`src/rtl/regfile_pkg.sv`:
```
// Shared register-file definitions: address width, register count and the
// write-port grant encoding used by the arbiter.
package regfile_pkg;
  localparam int REG_ADDR_W = 5;
  localparam int NUM_REGS   = 32;

  typedef enum logic [1:0] {
    GNT_NONE,
    GNT_WB,
    GNT_CSR,
    GNT_MDU
  } grant_e;
endpackage

```
`src/rtl/reg_scoreboard.sv`:
```
// Busy bits for registers awaiting an MDU result, with two query ports that
// see through a same-cycle MDU write to the queried register.
module reg_scoreboard
  import regfile_pkg::*;
(
  input  logic                  i_clk,
  input  logic                  i_rst,
  input  logic                  i_en,
  input  logic                  i_set,
  input  logic [REG_ADDR_W-1:0] i_set_addr,
  input  logic                  i_clr,
  input  logic [REG_ADDR_W-1:0] i_clr_addr,
  input  logic [REG_ADDR_W-1:0] i_rd_addr_1,
  input  logic [REG_ADDR_W-1:0] i_rd_addr_2,
  output logic                  o_busy_1,
  output logic                  o_busy_2
);
  logic [NUM_REGS-1:0] busy_q, busy_d;

  // Set is applied after clear so a same-cycle issue keeps the bit busy.
  always_comb begin
    busy_d = busy_q;
    if (i_clr) busy_d[i_clr_addr] = 1'b0;
    if (i_set) busy_d[i_set_addr] = 1'b1;
    busy_d[0] = 1'b0;
  end

  always_ff @(posedge i_clk) begin
    if (i_rst)     busy_q <= '0;
    else if (i_en) busy_q <= busy_d;
  end

  assign o_busy_1 = !i_rst && (i_rd_addr_1 != '0) && busy_q[i_rd_addr_1]
                    && !(i_clr && (i_clr_addr == i_rd_addr_1));
  assign o_busy_2 = !i_rst && (i_rd_addr_2 != '0) && busy_q[i_rd_addr_2]
                    && !(i_clr && (i_clr_addr == i_rd_addr_2));
endmodule

```
`src/rtl/reg_write_arbiter.sv`:
```
// Register-file write-port arbiter for WB, CSR and MDU writers, with an MDU
// starvation override and a busy scoreboard for decode RAW stalls.
module reg_write_arbiter
  import regfile_pkg::*;
#(
  parameter int XLEN         = 32,
  parameter int STARVE_LIMIT = 4
) (
  input  logic                  i_clk,
  input  logic                  i_rst,
  input  logic                  i_clk_enable,
  input  logic                  i_wb_valid,
  input  logic [REG_ADDR_W-1:0] i_wb_addr,
  input  logic [XLEN-1:0]       i_wb_data,
  input  logic                  i_csr_valid,
  input  logic [REG_ADDR_W-1:0] i_csr_addr,
  input  logic [XLEN-1:0]       i_csr_data,
  output logic                  o_csr_ready,
  input  logic                  i_mdu_valid,
  input  logic [REG_ADDR_W-1:0] i_mdu_addr,
  input  logic [XLEN-1:0]       i_mdu_data,
  output logic                  o_mdu_ready,
  input  logic                  i_mdu_issue,
  input  logic [REG_ADDR_W-1:0] i_mdu_issue_addr,
  input  logic [REG_ADDR_W-1:0] i_rd_addr_1,
  input  logic [REG_ADDR_W-1:0] i_rd_addr_2,
  output logic                  o_busy_1,
  output logic                  o_busy_2,
  output logic                  o_wb_stall,
  output logic                  o_reg_write,
  output logic [REG_ADDR_W-1:0] o_wr_addr,
  output logic [XLEN-1:0]       o_wr_data
);
  localparam int                CNT_W = 4;
  localparam logic [CNT_W-1:0]  LIMIT = CNT_W'(STARVE_LIMIT);

  logic [CNT_W-1:0] starve_q, starve_d;
  logic             active;
  logic             starved;
  logic             mdu_gnt;
  grant_e           gnt;

  assign active  = !i_rst && i_clk_enable;
  assign starved = (starve_q == LIMIT);

  always_comb begin
    gnt = GNT_NONE;
    if (active) begin
      if (starved && i_mdu_valid) gnt = GNT_MDU;
      else if (i_wb_valid)        gnt = GNT_WB;
      else if (i_csr_valid)       gnt = GNT_CSR;
      else if (i_mdu_valid)       gnt = GNT_MDU;
    end
  end

  assign mdu_gnt     = (gnt == GNT_MDU);
  assign o_csr_ready = (gnt == GNT_CSR);
  assign o_mdu_ready = mdu_gnt;
  assign o_wb_stall  = active && i_wb_valid && (gnt != GNT_WB);

  always_comb begin
    o_wr_addr = '0;
    o_wr_data = '0;
    case (gnt)
      GNT_WB:  begin o_wr_addr = i_wb_addr;  o_wr_data = i_wb_data;  end
      GNT_CSR: begin o_wr_addr = i_csr_addr; o_wr_data = i_csr_data; end
      GNT_MDU: begin o_wr_addr = i_mdu_addr; o_wr_data = i_mdu_data; end
      default: begin o_wr_addr = '0;         o_wr_data = '0;         end
    endcase
  end

  // x0 writes still complete the handshake but never reach the register file.
  assign o_reg_write = (gnt != GNT_NONE) && (o_wr_addr != '0);

  always_comb begin
    starve_d = starve_q;
    if (!i_mdu_valid || mdu_gnt) starve_d = '0;
    else if (starve_q != LIMIT)  starve_d = starve_q + 1'b1;
  end

  always_ff @(posedge i_clk) begin
    if (i_rst)             starve_q <= '0;
    else if (i_clk_enable) starve_q <= starve_d;
  end

  reg_scoreboard u_scoreboard (
    .i_clk       (i_clk),
    .i_rst       (i_rst),
    .i_en        (i_clk_enable),
    .i_set       (i_mdu_issue),
    .i_set_addr  (i_mdu_issue_addr),
    .i_clr       (mdu_gnt),
    .i_clr_addr  (i_mdu_addr),
    .i_rd_addr_1 (i_rd_addr_1),
    .i_rd_addr_2 (i_rd_addr_2),
    .o_busy_1    (o_busy_1),
    .o_busy_2    (o_busy_2)
  );
endmodule

```
`config.mk`:
```
export PLATFORM = sky130hd
export DESIGN_NAME = reg_write_arbiter
export DESIGN_NICKNAME = d
export VERILOG_FILES = /design/src/rtl/regfile_pkg.sv /design/src/rtl/reg_scoreboard.sv /design/src/rtl/reg_write_arbiter.sv
export SDC_FILE = /design/constraint.sdc
export NUM_CORES = 1
export LEC_CHECK = 0
export CAP_MARGIN = 20
export CORE_UTILIZATION = 40
export CTS_CLUSTER_DIAMETER = 50
export DETAILED_ROUTE_END_ITERATION = 8
export HOLD_SLACK_MARGIN = 0.08
export PLACE_DENSITY = 0.83
export REMOVE_ABC_BUFFERS = 1
export SYNTH_ARGS = -nofsm -noshare
export SYNTH_HDL_FRONTEND = slang
export SYNTH_SLANG_ARGS = --single-unit
```
`constraint.sdc`:
```
create_clock -name i_clk -period 5.9 [get_ports i_clk]
set_input_delay 0.885 -clock i_clk [delete_from_list [all_inputs] [get_ports i_clk]]
set_output_delay 0.885 -clock i_clk [all_outputs]
set_load 0.1 [all_outputs]
```
; After elaboration in Yosys (flattened, before gate mapping)
; Cells that the tools add are included.
[totals]
input_bits = 133
wordCells = 65
regBits = 35
output_inout_bits = 43
[op_classes]
eq_ne = 8
n_bitwise = 3
add_sub_neg = 1
n_reduce_logical = 26
muxes = 19
magnitude_cmp = 6
[ops]
columns = cell, n
row1 = case mux 32 bit (3 select lines), 1
row2 = two-way mux 32 bit, 2
row3 = bitwise AND 32 bit, 1
row4 = inverter 32 bit, 1
row5 = OR 32 bit, 1
row6 = "less-than comparator 5 x 6 -> 1 bit, second input constant", 4
row7 = logical AND 1 bit, 15
row8 = case mux 5 bit (3 select lines), 1
row9 = nonzero test 5 bit, 3
row10 = binary-select mux 1 bit (select 5 bit), 2
row11 = demux 1 bit (select 5 bit), 2
row12 = == test 5 bit, 2
row13 = "greater-or-equal comparator 5 x 1 -> 1 bit, second input constant", 2
row14 = two-way mux 2 bit, 5
row15 = two-way mux 4 bit, 2
row16 = "adder 4 x 1 -> 4 bit, second input constant", 1
row17 = "== test 2 bit, second input constant", 2
row18 = "== test 4 x 3 -> 1 bit, second input constant", 1
row19 = logical NOT 1 bit, 4
row20 = two-way mux 1 bit, 4
row21 = "inequality test 4 x 3 -> 1 bit, second input constant", 1
row22 = nonzero test 2 bit, 2
row23 = "== test 2 x 1 -> 1 bit, second input constant", 1
row24 = "inequality test 2 x 1 -> 1 bit, second input constant", 1
row25 = 2 further kinds, 2

; Depth between registers and ports, before layout
[depth]
word_depth = 9
mapped_depth = 8
depth_no_buf = 6

; Hierarchy
; A second synthesis with hierarchy kept.
[unflattened]
cells_unflattened = 409
area_unflattened_um2 = 3165.5
[modules_own_cells]
columns = mod, cells_per_inst, area_each_um2, n_inst, seq_area_each_um2
row1 = reg_scoreboard, 243, 2072.0, 1, 620.6
row2 = reg_write_arbiter, 166, 1093.5, 1, 80.1

; Worst setup path before layout
; OpenSTA, ideal clock, no wires.
[synth_timing]
path_type = input -> output
start = input i_rd_addr_1[0]
end = output o_busy_1
required_ns = 5.015
arrival_time_ns = 3.951
n_path_buf = 1
path_stages = 5
setup_slack_ns = 1.064
path_cell_list = buf_6 mux4_2 nor3b_1 or3_1 a211oi_1
[synth_via]
elab_chain_cells = 4
elab_cells_between_ends = 9
cone_classes = eq/ne (1) / mux (2) / reduce/logical (6)
[synth_rtl]
columns = item, line_no
row1 = "start, declared", reg_write_arbiter.sv:25  ; input logic [REG_ADDR_W-1:0] i_rd_addr_1,
row2 = "binary-select mux 1 bit (select 5 bit), or another cell as far along", reg_scoreboard.sv:33  ; assign o_busy_1 = !i_rst && (i_rd_addr_1 != '0) && busy_q[i_rd_addr_1]
row3 = "two-way mux 1 bit (not written as such), or another cell as far along", reg_scoreboard.sv:33
row4 = logical AND 1 bit or logical NOT 1 bit (tied branches), "reg_scoreboard.sv:33, reg_scoreboard.sv:34"
row5 = logical AND 1 bit *, reg_scoreboard.sv:34  ; && !(i_clr && (i_clr_addr == i_rd_addr_1));
row6 = "end, declared", reg_write_arbiter.sv:27  ; output logic o_busy_1,
; Mark *: on every way between the ends. The rest lies on a longest branch, timed or not. The select of a mux whose other input is x is not followed.

; Worst setup path in the final report
[layout_timing]
start = input i_wb_valid
end = output o_wr_addr[3]
[layout_via]
elab_chain_cells = 5
elab_cells_between_ends = 7
cone_classes = eq/ne (3) / mux (4)
[layout_rtl]
columns = item, line_no
row1 = "start, declared", reg_write_arbiter.sv:12  ; input logic i_wb_valid,
row2 = two-way mux 2 bit *, reg_write_arbiter.sv:50  ; else if (i_wb_valid) gnt = GNT_WB;
row3 = two-way mux 2 bit *, reg_write_arbiter.sv:49  ; if (starved && i_mdu_valid) gnt = GNT_MDU;
row4 = two-way mux 2 bit *, reg_write_arbiter.sv:48  ; if (active) begin
row5 = == test 2 bit or == test 2 x 1 -> 1 bit (tied branches), reg_write_arbiter.sv:64  ; case (gnt)
row6 = case mux 5 bit (3 select lines) *, reg_write_arbiter.sv:64
row7 = "end, declared", reg_write_arbiter.sv:31  ; output logic [REG_ADDR_W-1:0] o_wr_addr,
; Mark *: on every way between the ends. The rest lies on a longest branch, timed or not.

==> results.py <==
metrics = {
    "timing": {
        "setup_viol_count_final": 0,
        "slew_headroom_pct": 35.2,
        "setup_tns_ps": 0,
        "rsz0062_at_grt": "false",
        "maxClockFrequency_ghz": 0.211,
        "finalHoldViolCount": 0,
        "worst_slew_pin_slew_ps": 970,
        "finalCriticalPeriod_ps": 4740,
        "fin_crit_sh_pct": 80.4,
        "slew_violations": 0,
        "skew_ps": 4.56,
    },
    "detailed_routing": {
        "wl_per_cell_um": 18.5,
        "wirelength_mm": 12.2,
        "firstDrtPassIters": 5,
        "num_vias": 3781,
        "postRouteAntennaNets": 0,
        "drc_errors": 0,
        "drt-initial-drc-count": 375,
        "avgViaCountPerCell": 5.75,
    },
    "setup_path": {
        "cp-endpoint": "o_wr_addr[3]",
        "startpoint_type": "primary input",
        "critPathMaxStageDelay_ps": 1140,
        "r2r_end": "u_scoreboard.busy_q[3]$_SDFFE_PP0P_",
        "cp.depth": 6,
        "reg2reg_depth": 6,
        "crit_fanout": 12,
        "path_cells": "clkdlybuf4s50_1 > nor3b_4 > or2_0 > a22oi_1 > nor2_1 > clkdlybuf4s50_1",
        "crit_type": "primary input to output port",
        "crit_buf_inv": 2,
        "regToRegSetupSlack_ps": 3670,
        "cpMostUsedCell": "clkdlybuf4s50_1",
        "crit_family": "buffers and inverters",
        "required_ps": 5020,
        "critPathSlowestCell": "clkdlybuf4s50_1",
        "cp-startpoint": "i_wb_valid",
        "crit_arrival_ps": 3860,
        "crit_path_end_kind": "output port",
        "r2r-start": "starve_q[0]$_SDFFE_PP0P_",
    },
    "yosys": {
        "yosysUniqueCellTypes": 51,
        "yosys.area.top_type_share_pct": 21.9,
        "muxShareOfSynthArea_pct": 21.3,
        "synth_xor_area_share_pct": 2.73,
        "synth.ff_latch_count": 35,
        "synth_top_family_by_area": "compound AO/OA/AOI/OAI gates",
        "netlist_instances": 399,
        "synth_edf_count": 0,
        "synth_fa_ha_area_share_pct": 0.781,
        "ys_dominant_reg_cell": "dfxtp_1",
        "seq_area_frac_synth_pct": 21.9,
        "synth_simple_gate_area_share_pct": 20.5,
        "avgSynthCellArea_um2": 8.03,
        "async_flop_share_pct": 0,
        "netlist.top_cell.by_area": "dfxtp_1",
        "synthesis.area_um2": 3200,
        "synth-compound-area-share_pct": 26.6,
        "yosys_warnings": 0,
        "ys_top_cells_by_area": "dfxtp_1 22%, mux2i_1 10%, mux4_2 9.8%, o21ai_0 9.2%, nand2_1 6.6%",
    },
    "final_layout": {
        "utilization_pct": 64.2,
        "final_common_cell": "clkdlybuf4s50_1",
        "final_nets": 690,
        "areaGrowthSynthToFinish_pct": 54.8,
        "drive_above_1_share_pct": 14.2,
        "diodes": 0,
        "final_cell_mix": "139 x clkdlybuf4s50_1, 58 x o21ai_0, 56 x nand2_1, 42 x buf_4, 35 x dfxtp_1",
    },
    "global_route": {
        "antenna_found_initial": 0,
        "globalRouteOverflowTotal": 0,
        "grt_pass1_wl_mm": 19.2,
        "track_usage_pct": 29.3,
        "grt_pass1_vias": 3554,
        "grt_max_degree": 34,
    },
    "die": {
        "dieWidth_um": 91.5,
        "rows": 32,
        "dieArea_um2": 8370,
        "start_util_pct": 41.5,
        "die_h_um": 91.5,
        "core_area_um2": 7730,
        "io_pins": 176,
    },
    "cts": {
        "cts-root-buf": "clkbuf_8",
        "clockBufferDepth": 2,
        "cts_resized": 0,
        "clock_latency_ps": 290,
        "tritoncts": "done",
        "cts.sinks": 35,
        "cts_hold_buf": 0,
        "cts_setup_buffers": 0,
        "clk_pin_slew_ps": 70,
        "numCtsBuffers": 5,
        "htreeDepth": 2,
    },
    "run": {
        "cap_violations": 0,
    },
    "placed_design": {
        "routabilityCongestion": 0.926,
        "dp_hpwl_mm": 9.57,
        "port_buffers": 175,
    },
    "power": {
        "power_density_nw_per_um2": 151,
        "p_leak_nw": 1.81,
        "ir_worst_vdd_v": 0.000109,
    },
    "status": {
        "status": "completed",
    },
    "min_path": {
        "hp-class": "flip-flop to flip-flop",
    },
}
-- worst reg2reg max path: stages, from the launching register on --
cell and delay (ps):
dfxtp_1 370, inv_1 80, ha_1 240, and4b_1 330, o2111ai_1 740, o21ai_0 210, a21oi_1 190
-- layout make-up --
| class | count | area [um2] |
|---|---|---|
| clock buffers | 6 | 82.6 |
| flip-flops and latches | 35 | 701 |
| fillers | 628 | 2770 |
| clock inverters | 1 | 5.00 |
| well taps | 102 | 128 |
| inverters | 8 | 30.0 |
| repair buffers | 181 | 1710 |
| multi-input cells | 324 | 2310 |
-- metrics by stage --
stage	hold WS [ps]	worst slack [ps]	std cells	area (um2)	power (mW)
after floorplan	446	553	367	3030	0.424
after global placement	469	1210	650	4870	0.574
after detailed placement	496	1160	650	4870	0.578
after CTS	506	1160	657	4960	0.749
after global routing	526	997	657	4960	0.778
final	511	1160	657	4960	0.750
-- kinds of logic after synthesis --
| kind of cell | count (synthesis) |
|---|---|
| flip-flops | 35 |
| multiplexers | 50 |
| AO/OA/AOI/OAI | 137 |
| AND/OR/NAND/NOR | 125 |
| adder cells (fa/ha/maj) | 2 |
| XOR/XNOR | 10 |
| buffers and inverters | 40 |
-- per-layer routing --
metal | GRT usage (%) | routed length, um | vias to the layer above
met4 | 9.13 | 242 | 0
met2 | 46.0 | 5660 | 215
li1 | - | - | 1807
met3 | 6.28 | 1050 | 29
met5 | 0 | 0 | -
met1 | 39.9 | 5200 | 1730
-- Yosys cell counts, types with 3 or more instances --
master and number:
a21oi_1 23, a22o_1 5, a22oi_1 5, and2_1 3, and3_1 3, and3b_1 3
buf_2 9, buf_6 4, clkbuf_1 17, dfxtp_1 35, inv_1 7, mux2_2 4
mux2i_1 32, mux4_2 14, nand2_1 56, nand2b_1 4, nand3_1 7, nand3b_1 6
nand4b_1 4, nor2_1 15, nor2b_1 4, nor3_1 3, nor3b_1 4, o2111ai_2 3
o211ai_1 15, o21ai_0 59, o21ai_1 10, o41ai_1 4, or3_1 4, or3b_2 3
xnor2_1 8
-- how the worst min path moves through the flow --
stage / from / end / slack, ps / depth (start not counted)
6_report: u_scoreboard.busy_q[19]$_SDFFE_PP0P_ / u_scoreboard.busy_q[19]$_SDFFE_PP0P_ / 510 / 2
4_1_cts: starve_q[3]$_SDFFE_PP0P_ / starve_q[3]$_SDFFE_PP0P_ / 510 / 2
3_5_place_dp: starve_q[3]$_SDFFE_PP0P_ / starve_q[3]$_SDFFE_PP0P_ / 500 / 2
5_1_grt: u_scoreboard.busy_q[19]$_SDFFE_PP0P_ / u_scoreboard.busy_q[19]$_SDFFE_PP0P_ / 530 / 2
2_1_floorplan: starve_q[3]$_SDFFE_PP0P_ / starve_q[3]$_SDFFE_PP0P_ / 450 / 2
3_3_place_gp: starve_q[3]$_SDFFE_PP0P_ / starve_q[3]$_SDFFE_PP0P_ / 470 / 2
-- flip-flops by register name, summed over array words and instances, names as in the netlist --
name	count
u_scoreboard.busy_q	31
starve_q	4
-- power breakdown --
part | internal (mW) | switching [mW] | leakage, nW | total [mW]
combinational | 0.138 | 0.197 | 1.48 | 0.335
sequential | 0.238 | 0.00197 | 0.282 | 0.240
clock | 0.0914 | 0.0836 | 0.0470 | 0.175
total | 0.467 | 0.283 | 1.81 | 0.750
No activity file was read; power rests on OpenSTA's default activity.
